==> src/rtl/accel_run_sequencer.sv <==
// Host-side run sequencer for a Bambu `main` accelerator: reset it, load the input array,
// start it, wait for done (with timeout), then unload results through a 1-entry buffer.
module accel_run_sequencer #(
    parameter int unsigned NUM_WORDS      = 100,
    parameter int unsigned BASE_ADDR      = 0,
    parameter int unsigned TIMEOUT_CYCLES = 200000000
) (
    input  logic         clock,
    input  logic         reset,
    input  logic         cmd_start,
    input  logic         in_valid,
    output logic         in_ready,
    input  logic [31:0]  in_data,
    output logic         out_valid,
    input  logic         out_ready,
    output logic [31:0]  out_data,
    output logic         busy,
    output logic         run_done,
    output logic         timed_out,
    output logic [31:0]  cycle_count,
    output logic         acc_reset,
    output logic         start_port,
    input  logic         done_port,
    output logic [1:0]   S_oe_ram,
    output logic [1:0]   S_we_ram,
    output logic [17:0]  S_addr_ram,
    output logic [127:0] S_Wdata_ram,
    output logic [13:0]  S_data_ram_size,
    input  logic [127:0] Sout_Rdata_ram,
    input  logic [1:0]   Sout_DataRdy
);

    localparam int unsigned IDX_W     = (NUM_WORDS > 1) ? $clog2(NUM_WORDS) : 1;
    localparam logic [IDX_W-1:0] LAST_IDX = IDX_W'(NUM_WORDS - 1);
    localparam logic [8:0]  BASE_A    = 9'(BASE_ADDR);
    localparam logic [31:0] TIMEOUT   = 32'(TIMEOUT_CYCLES);
    localparam logic [6:0]  SIZE_WORD = 7'd32;

    typedef enum logic [2:0] {IDLE, ARST, LOAD, START, RUN, UNLOAD} state_t;

    state_t            state_q, state_d;
    logic              arst_cnt_q, arst_cnt_d;
    logic [IDX_W-1:0]  idx_q, idx_d, idx_inc;
    logic              we_q, we_d, oe_q, oe_d;
    logic [8:0]        addr_q, addr_d;
    logic [31:0]       wdata_q, wdata_d;
    logic [6:0]        size_q, size_d;
    logic              in_ready_q, in_ready_d;
    logic              out_valid_q, out_valid_d;
    logic [31:0]       out_data_q, out_data_d;
    logic              busy_q, busy_d;
    logic              run_done_q, run_done_d;
    logic              timed_out_q, timed_out_d;
    logic [31:0]       cycle_count_q, cycle_count_d;
    logic              acc_reset_q, acc_reset_d;
    logic              start_port_q, start_port_d;
    logic              unused_inputs;

    function automatic logic [8:0] word_addr(input logic [IDX_W-1:0] i);
        return BASE_A + 9'({i, 2'b00});
    endfunction

    assign idx_inc = idx_q + 1'b1;

    always_ff @(posedge clock) begin
        if (reset) begin
            state_q       <= IDLE;
            arst_cnt_q    <= 1'b0;
            idx_q         <= '0;
            we_q          <= 1'b0;
            oe_q          <= 1'b0;
            addr_q        <= '0;
            wdata_q       <= '0;
            size_q        <= '0;
            in_ready_q    <= 1'b0;
            out_valid_q   <= 1'b0;
            out_data_q    <= '0;
            busy_q        <= 1'b0;
            run_done_q    <= 1'b0;
            timed_out_q   <= 1'b0;
            cycle_count_q <= '0;
            acc_reset_q   <= 1'b1;
            start_port_q  <= 1'b0;
        end else begin
            state_q       <= state_d;
            arst_cnt_q    <= arst_cnt_d;
            idx_q         <= idx_d;
            we_q          <= we_d;
            oe_q          <= oe_d;
            addr_q        <= addr_d;
            wdata_q       <= wdata_d;
            size_q        <= size_d;
            in_ready_q    <= in_ready_d;
            out_valid_q   <= out_valid_d;
            out_data_q    <= out_data_d;
            busy_q        <= busy_d;
            run_done_q    <= run_done_d;
            timed_out_q   <= timed_out_d;
            cycle_count_q <= cycle_count_d;
            acc_reset_q   <= acc_reset_d;
            start_port_q  <= start_port_d;
        end
    end

    always_comb begin
        state_d       = state_q;
        arst_cnt_d    = arst_cnt_q;
        idx_d         = idx_q;
        we_d          = we_q;
        oe_d          = oe_q;
        addr_d        = addr_q;
        wdata_d       = wdata_q;
        size_d        = size_q;
        out_valid_d   = out_valid_q;
        out_data_d    = out_data_q;
        run_done_d    = 1'b0;
        timed_out_d   = timed_out_q;
        cycle_count_d = cycle_count_q;

        case (state_q)
            IDLE: begin
                if (cmd_start) begin
                    timed_out_d = 1'b0;
                    idx_d       = '0;
                    arst_cnt_d  = 1'b0;
                    state_d     = ARST;
                end
            end
            ARST: begin
                if (arst_cnt_q) state_d = LOAD;
                else            arst_cnt_d = 1'b1;
            end
            LOAD: begin
                if (we_q) begin
                    if (Sout_DataRdy[0]) begin
                        we_d   = 1'b0;
                        size_d = '0;
                        if (idx_q == LAST_IDX) begin
                            idx_d   = '0;
                            state_d = START;
                        end else begin
                            idx_d = idx_inc;
                        end
                    end
                end else if (in_ready_q && in_valid) begin
                    we_d    = 1'b1;
                    addr_d  = word_addr(idx_q);
                    wdata_d = in_data;
                    size_d  = SIZE_WORD;
                end
            end
            START: begin
                cycle_count_d = 32'd1;
                state_d       = RUN;
            end
            RUN: begin
                // The done cycle itself is counted, so the increment is unconditional.
                cycle_count_d = cycle_count_q + 32'd1;
                if (done_port) begin
                    state_d = UNLOAD;
                end else if (cycle_count_d >= TIMEOUT) begin
                    timed_out_d = 1'b1;
                    run_done_d  = 1'b1;
                    state_d     = IDLE;
                end
            end
            UNLOAD: begin
                if (oe_q) begin
                    if (Sout_DataRdy[0]) begin
                        oe_d        = 1'b0;
                        size_d      = '0;
                        out_data_d  = Sout_Rdata_ram[31:0];
                        out_valid_d = 1'b1;
                    end
                end else if (out_valid_q) begin
                    // Next read is issued in the same cycle the buffer drains.
                    if (out_ready) begin
                        out_valid_d = 1'b0;
                        if (idx_q == LAST_IDX) begin
                            idx_d      = '0;
                            run_done_d = 1'b1;
                            state_d    = IDLE;
                        end else begin
                            idx_d  = idx_inc;
                            oe_d   = 1'b1;
                            addr_d = word_addr(idx_inc);
                            size_d = SIZE_WORD;
                        end
                    end
                end else begin
                    oe_d   = 1'b1;
                    addr_d = word_addr(idx_q);
                    size_d = SIZE_WORD;
                end
            end
            default: state_d = IDLE;
        endcase

        busy_d       = (state_d != IDLE);
        acc_reset_d  = (state_d != ARST);
        start_port_d = (state_d == START);
        in_ready_d   = (state_d == LOAD) && !we_d;
    end

    assign in_ready        = in_ready_q;
    assign out_valid       = out_valid_q;
    assign out_data        = out_data_q;
    assign busy            = busy_q;
    assign run_done        = run_done_q;
    assign timed_out       = timed_out_q;
    assign cycle_count     = cycle_count_q;
    assign acc_reset       = acc_reset_q;
    assign start_port      = start_port_q;
    assign S_oe_ram        = {1'b0, oe_q};
    assign S_we_ram        = {1'b0, we_q};
    assign S_addr_ram      = {9'd0, addr_q};
    assign S_Wdata_ram     = {96'd0, wdata_q};
    assign S_data_ram_size = {7'd0, size_q};
    assign unused_inputs   = ^{Sout_Rdata_ram[127:32], Sout_DataRdy[1]};

endmodule
==> config.mk <==
export PLATFORM = sky130hd
export DESIGN_NAME = accel_run_sequencer
export DESIGN_NICKNAME = d
export VERILOG_FILES = /design/src/rtl/accel_run_sequencer.sv
export SDC_FILE = /design/constraint.sdc
export NUM_CORES = 1
export LEC_CHECK = 0
export ABC_AREA = 0
export CORE_AREA = 2 2 155 157
export CTS_BUF_LIST = sky130_fd_sc_hd__clkbuf_8
export DETAILED_ROUTE_END_ITERATION = 10
export DIE_AREA = 0 0 157 159
export GPL_ROUTABILITY_DRIVEN = 0
export GPL_TIMING_DRIVEN = 0
export PLACE_DENSITY = 0.67
export SYNTH_ARGS = -nofsm -noshare
export SYNTH_HDL_FRONTEND = slang
export SYNTH_SLANG_ARGS = --single-unit
==> constraint.sdc <==
create_clock -name clock -period 2.78 [get_ports clock]
set_input_delay 0.556 -clock clock [delete_from_list [all_inputs] [get_ports clock]]
set_output_delay 0.556 -clock clock [all_outputs]
set_load 0.02 [all_outputs]
### Yosys cells after proc, flatten, opt, wreduce, memory -nomap -nowiden

Cells that the tools add are included.

* add/sub/neg operators: 2
* magnitude comparators: 1
* eq/ne operators: 25
* multiplexer cells: 60
* bitwise gates (word level): 1
* reductions and logical operators: 18

Operators by type and width (count)
* two-way mux 7 bit: 14
* one-hot mux 32 bit (2 select lines): 1
* two-way mux 9 bit: 6
* two-way mux 3 bit: 11
* adder 32 x 1 -> 32 bit, second input constant: 1
* greater-or-equal comparator 32 x 28 -> 1 bit, second input constant: 1
* inequality test 2 bit, second input constant: 11
* two-way mux 1 bit: 21
* one-hot mux 7 bit (3 select lines): 1
* one-hot mux 3 bit (6 select lines): 1
* one-hot mux 9 bit (2 select lines): 1
* one-hot mux 7 bit (2 select lines): 1
* equality test 3 x 2 -> 1 bit, second input constant: 4
* inequality test 3 bit, second input constant: 3
* inequality test 4 bit, second input constant: 2
* AND reduction 4 bit: 2
* nonzero test 2 bit: 4
* adder 7 x 1 -> 7 bit, second input constant: 1
* equality test 7 bit, second input constant: 1
* AND reduction 7 bit: 1
* equality test 3 bit, second input constant: 2
* one-hot mux 1 bit (2 select lines): 3
* AND reduction 3 bit: 2
* AND reduction 6 bit: 1
* other kinds (8): 11

* register bits: 132
* input bits: 168
* output and inout bits: 235
* logic and storage cells: 124

### Depth between registers and ports, before layout

* word-level depth: 8
* mapped depth: 10
* mapped depth without buffers: 9

### Worst setup path after synthesis

No wires, ideal clock.

* path type: reg-to-reg
* from: reg cycle_count_q[0] (netlist: cycle_count[0])
* to: reg timed_out_q (netlist: timed_out)
* setup time: 86 ps
* data arrival time: 2882 ps
* required time: 2694 ps
* slack: -188 ps
* stages on the path, launching flop included: 11
* buffers on the path: 1
* clock period less this slack: 2968 ps
* cell sequence: dfxtp_1 > ha_1 > nand3_2 > or4_4 > buf_6 > xor2_1 > or3_1 > a2111o_1 > a211oi_2 > o211ai_2 > a221oi_2

* longest elaborated chain between the ends: 4

Ends and longest elaborated chain
* start, declared: RTL line 54 `logic [31:0] cycle_count_q, cycle_count_d;`
* start signal, assigned: RTL line 99 `cycle_count_q <= cycle_count_d;`
* adder 32 x 1 -> 32 bit: RTL line 158 `cycle_count_d = cycle_count_q + 32'd1;`
* greater-or-equal comparator 32 x 28 -> 1 bit: RTL line 161 `end else if (cycle_count_d >= TIMEOUT) begin`
* inequality test 2 bit (no source line)
* AND reduction 4 bit (no source line)
* end signal, assigned: RTL line 98 `timed_out_q <= timed_out_d;`
* end, declared: RTL line 53 `logic timed_out_q, timed_out_d;`

Every way passes these cells.
A chain may end at the register's enable or synchronous reset.

### Worst setup path in the final report

* from: reg cycle_count_q[1] (netlist: cycle_count[1])
* to: reg run_done_q (netlist: run_done)

* longest elaborated chain between the ends: 5

Ends and longest elaborated chain
* adder 32 x 1 -> 32 bit: RTL line 158
* greater-or-equal comparator 32 x 28 -> 1 bit: RTL line 161
* two-way mux 1 bit: RTL line 161
* two-way mux 1 bit: RTL line 159 `if (done_port) begin`
* one-hot mux 1 bit (2 select lines): RTL line 120 `case (state_q)`
* end signal, assigned: RTL line 97 `run_done_q <= run_done_d;`
* end, declared: RTL line 52 `logic run_done_q, run_done_d;`

Every way passes these cells.

==> summary.txt <==
Outcome
  • Status: complete, no violations

STA
  • Headroom to the max-slew limit: between 30% and 40%
  • Fmax: 363.8 MHz
  • Final Hold Viols: 0
  • Setup violators final: 0
  • Period utilization: just under 100%
  • Sum Neg Setup Slack: 0 ns
  • Skew final: 0.01150 ns
  • Final Max Slew Viols: 0
  • RSZ-0062 raised after global routing: yes
  • Tightest Pin Transition: 0.9066 ns
  • Final min period: 2.749 ns
  • Hold slack final: between 0.4 and 0.5 ns
  • Worst Slack Setup Final: 0.03090 ns

Synthesis
  • Mux cell area share after synthesis: 0.3142%
  • Flops & latches, synth: 130
  • Synth Flop Type: dfxtp_1
  • Largest family of logic cells by synthesized area: simple AND/OR/NAND/NOR gates
  • Synth top area cells: dfxtp_1 38%, buf_4 13%, nand2_1 9.0%
  • Area leader, netlist: dfxtp_1
  • Post-synth EDFFs: 0
  • Yosys cell types: 60
  • Simple-gate share of the synthesized area: 24.44%
  • Adder-Cell Fraction of Synth Area: 0.3697%
  • Ys Warns: 0
  • Seq/Total Area, Yosys: 38.45%
  • Synth Cell Area: 6769 µm²
  • Yosys top cell area share: 38.45%
  • Compound-gate portion of the synthesized area: 16.84%
  • Post-Synth XOR/XNOR Area: 1.941%
  • Top-count cell post-synth: nand2_1
  • Syn_area_per_cell: 7.606 µm²
  • Synthesized instance count: 890
  • Post-synth top cells: 163 x nand2_1, 130 x dfxtp_1, 120 x buf_4
  • Ys async rst share: 0%

Place
  • Port bufs: 188
  • Pre-CTS WS: -0.2460 ns
  • Post-DP HPWL: approximately 16000 µm
  • Post-Place Cell Area: 9498 µm²

CTS
  • Max Root-Sink Buffers: 2
  • TritonCTS Buffers: 17
  • Worst-skew pair later-pin latency: 0.45 ns
  • CTS sink cnt: between 100 and 150
  • CTS root buf: clkbuf_8
  • CTS tree: done
  • CTS Hold Buffers Added: 0
  • Clock Pin Slew Worst Setup and Hold Paths: 0.08 ns
  • H-tree depth: 4

Layout
  • Ant diodes: 0
  • Area Growth Syn to Fin: 48.98%
  • Final instance area: 10080 µm²
  • Layout cells sized above 1: 16.71%
  • Post-layout net count: 1390

Routing
  • ANT nets after route: 0
  • Vias after detailed routing: 6837
  • Post-Route WL: 20950 µm
  • Vias per cell: 4.405
  • Residual DRC: 0
  • DRT iter0 DRCs: about 470
  • Pre-antenna DRT Iters: 5
  • Wire length per cell: around 13 µm

Critical path
  • Crit end category: register
  • Worst EP required: 3.16 ns
  • Worst Path Arrival: 3.12 ns
  • Startpoint Class: register
  • CP max FO: 4
  • Setup CP Type: register to register

Power
  • Clock power frac: 41.0%
  • Int Pwr: 2931 µW
  • Power per cell area: 399.0 nW/µm²
  • Gate power share: 12.6%
  • Net Sw Power: 1092 µW
  • Flop pwr share: 46.4%
  • VDD IR max: 0.2209 mV
  • Switching Share: 27.15%
  • Leak pwr: a little under 0.004 µW

Global route
  • Met2 usage: a little over a quarter
  • Gr busiest metal: met2
  • GRT Total Usage: 16.33%
  • Vias in the first global route: roughly 6300
  • Met1 Track Usage GR: around a fifth
  • Gr ovfl total: 0
  • Initial antenna violation count: 0
  • First-pass GRT wire length: 32730 µm
  • Pin count of the biggest net entering global routing: 17
  • Met3 Track Usage GR: 3.402%

Floorplanning
  • Row count: 56
  • DIE HEIGHT: 159 µm
  • I/O pins: 403
  • Core area: 23190 µm²
  • Die Wd: around 160 µm
  • Die Area: around 25000 µm²
  • Initial Util: 29.19%

Worst hold path
  • Hold Path Class: register to register

Run
  • Max Cap Viol: 0
power groups by stage:
| stage | combinational [µW] | sequential (µW) | clock [µW] |
|---|---|---|---|
| after floorplan | 341 | 1920 | 0 |
| after global placement | 495 | 1920 | 0 |
| after detailed placement | 497 | 1920 | 0 |
| after CTS | 502 | 1870 | 1700 |
| after global routing | 546 | 1870 | 1780 |
| final | 508 | 1870 | 1650 |
metrics by stage:
stage,util (%),total power (µW),cells
floorplan,-,2264,1005
global placement,40.95,2412,1512
detailed placement,40.95,2414,1512
CTS,43.32,4074,1552
global route,43.48,4198,1552
finish,43.48,4023,1552
per-layer routing:
layer | vias to the layer above | share of wire (%)
met5 | - | 0
met4 | 0 | 2.2
li1 | 3456 | -
met1 | 3097 | 42
met2 | 253 | 49
met3 | 31 | 6.9
sequential cells by signal, indices dropped and copies added (netlist names):
| name | cells |
|---|---|
| idx_q | 7 |
| arst_cnt_q | 1 |
| oe_q | 1 |
| busy | 1 |
| out_valid | 1 |
| in_ready | 1 |
| cycle_count | 32 |
| out_data | 32 |
| size_q | 7 |
| we_q | 1 |
| state_q | 3 |
| start_port | 1 |
| acc_reset | 1 |
| wdata_q | 32 |
| timed_out | 1 |
| addr_q | 7 |
| run_done | 1 |
cell families (layout without fill, tap and decap cells):
group                    Yosys count  in the layout
AO/OA/AOI/OAI                    188            188
XOR/XNOR                          15             15
adder cells (fa/ha/maj)            2              2
buffers and inverters            194            422
flip-flops                       130            130
multiplexers                       2              2
other                              1            116
AND/OR/NAND/NOR                  358            358
final cells by class:
class / instances / area (µm²)
timing repair buffer: 199 / 1964
multi-input combinational: 681 / 3482
clock inverter: 14 / 155.1
sequential: 130 / 2635
tap: 319 / 399.1
clock buffer: 18 / 247.7
buffer: 172 / 1130
inverter: 19 / 71.32
fill: 2369 / 13110
critical path, cell delays in order, from the launching register on:
cell and delay, ns:
dfxtp_4 0.37, ha_4 0.15, nand3_4 0.08, or4_4 0.49, buf_6 0.15, xor2_1 0.12, or3_1 0.31, a2111o_1 0.34
a211oi_4 0.29, o211ai_2 0.13, buf_4 0.15, a21oi_2 0.10
worst paths after layout:
kind / startpoint / to / slack (ns) / cells after the start
worst min-delay path: size_q[3] / size_q[3] / 0.43 / 2
worst min register to register: size_q[3] / size_q[3] / 0.43 / 2
worst max register to register: cycle_count[1] / run_done / 0.03 / 11
worst max-delay path: cycle_count[1] / run_done / 0.03 / 11
placed cells by master, fill, tap and decap left out, drive strengths merged, types with 4 or more instances in the layout:
cell and instances:
a31oi 10, inv 25, nand2 163, buf 134
nor2 72, and2 5, or2 4, nand2b 9
o21ai 27, xor2 4, nor4 6, clkinv 5
or4 6, dfxtp 130, nand4 14, clkbuf 67
a211oi 11, and3 13, nor3 15, a311oi 10
nand3b 4, conb 116, a21oi 98, or3 9
xnor2 11, clkdlybuf4s50 188, nor2b 5, a22oi 5
nand3 28
what timing repair did:
item | CTS | global route
setup buffers | 9 | 2
gates resized for setup | 25 | 11
pin swaps | 6 | 5
setup endpoints to repair | 4 | 17
Note: power is estimated with default switching activity, not from simulation.
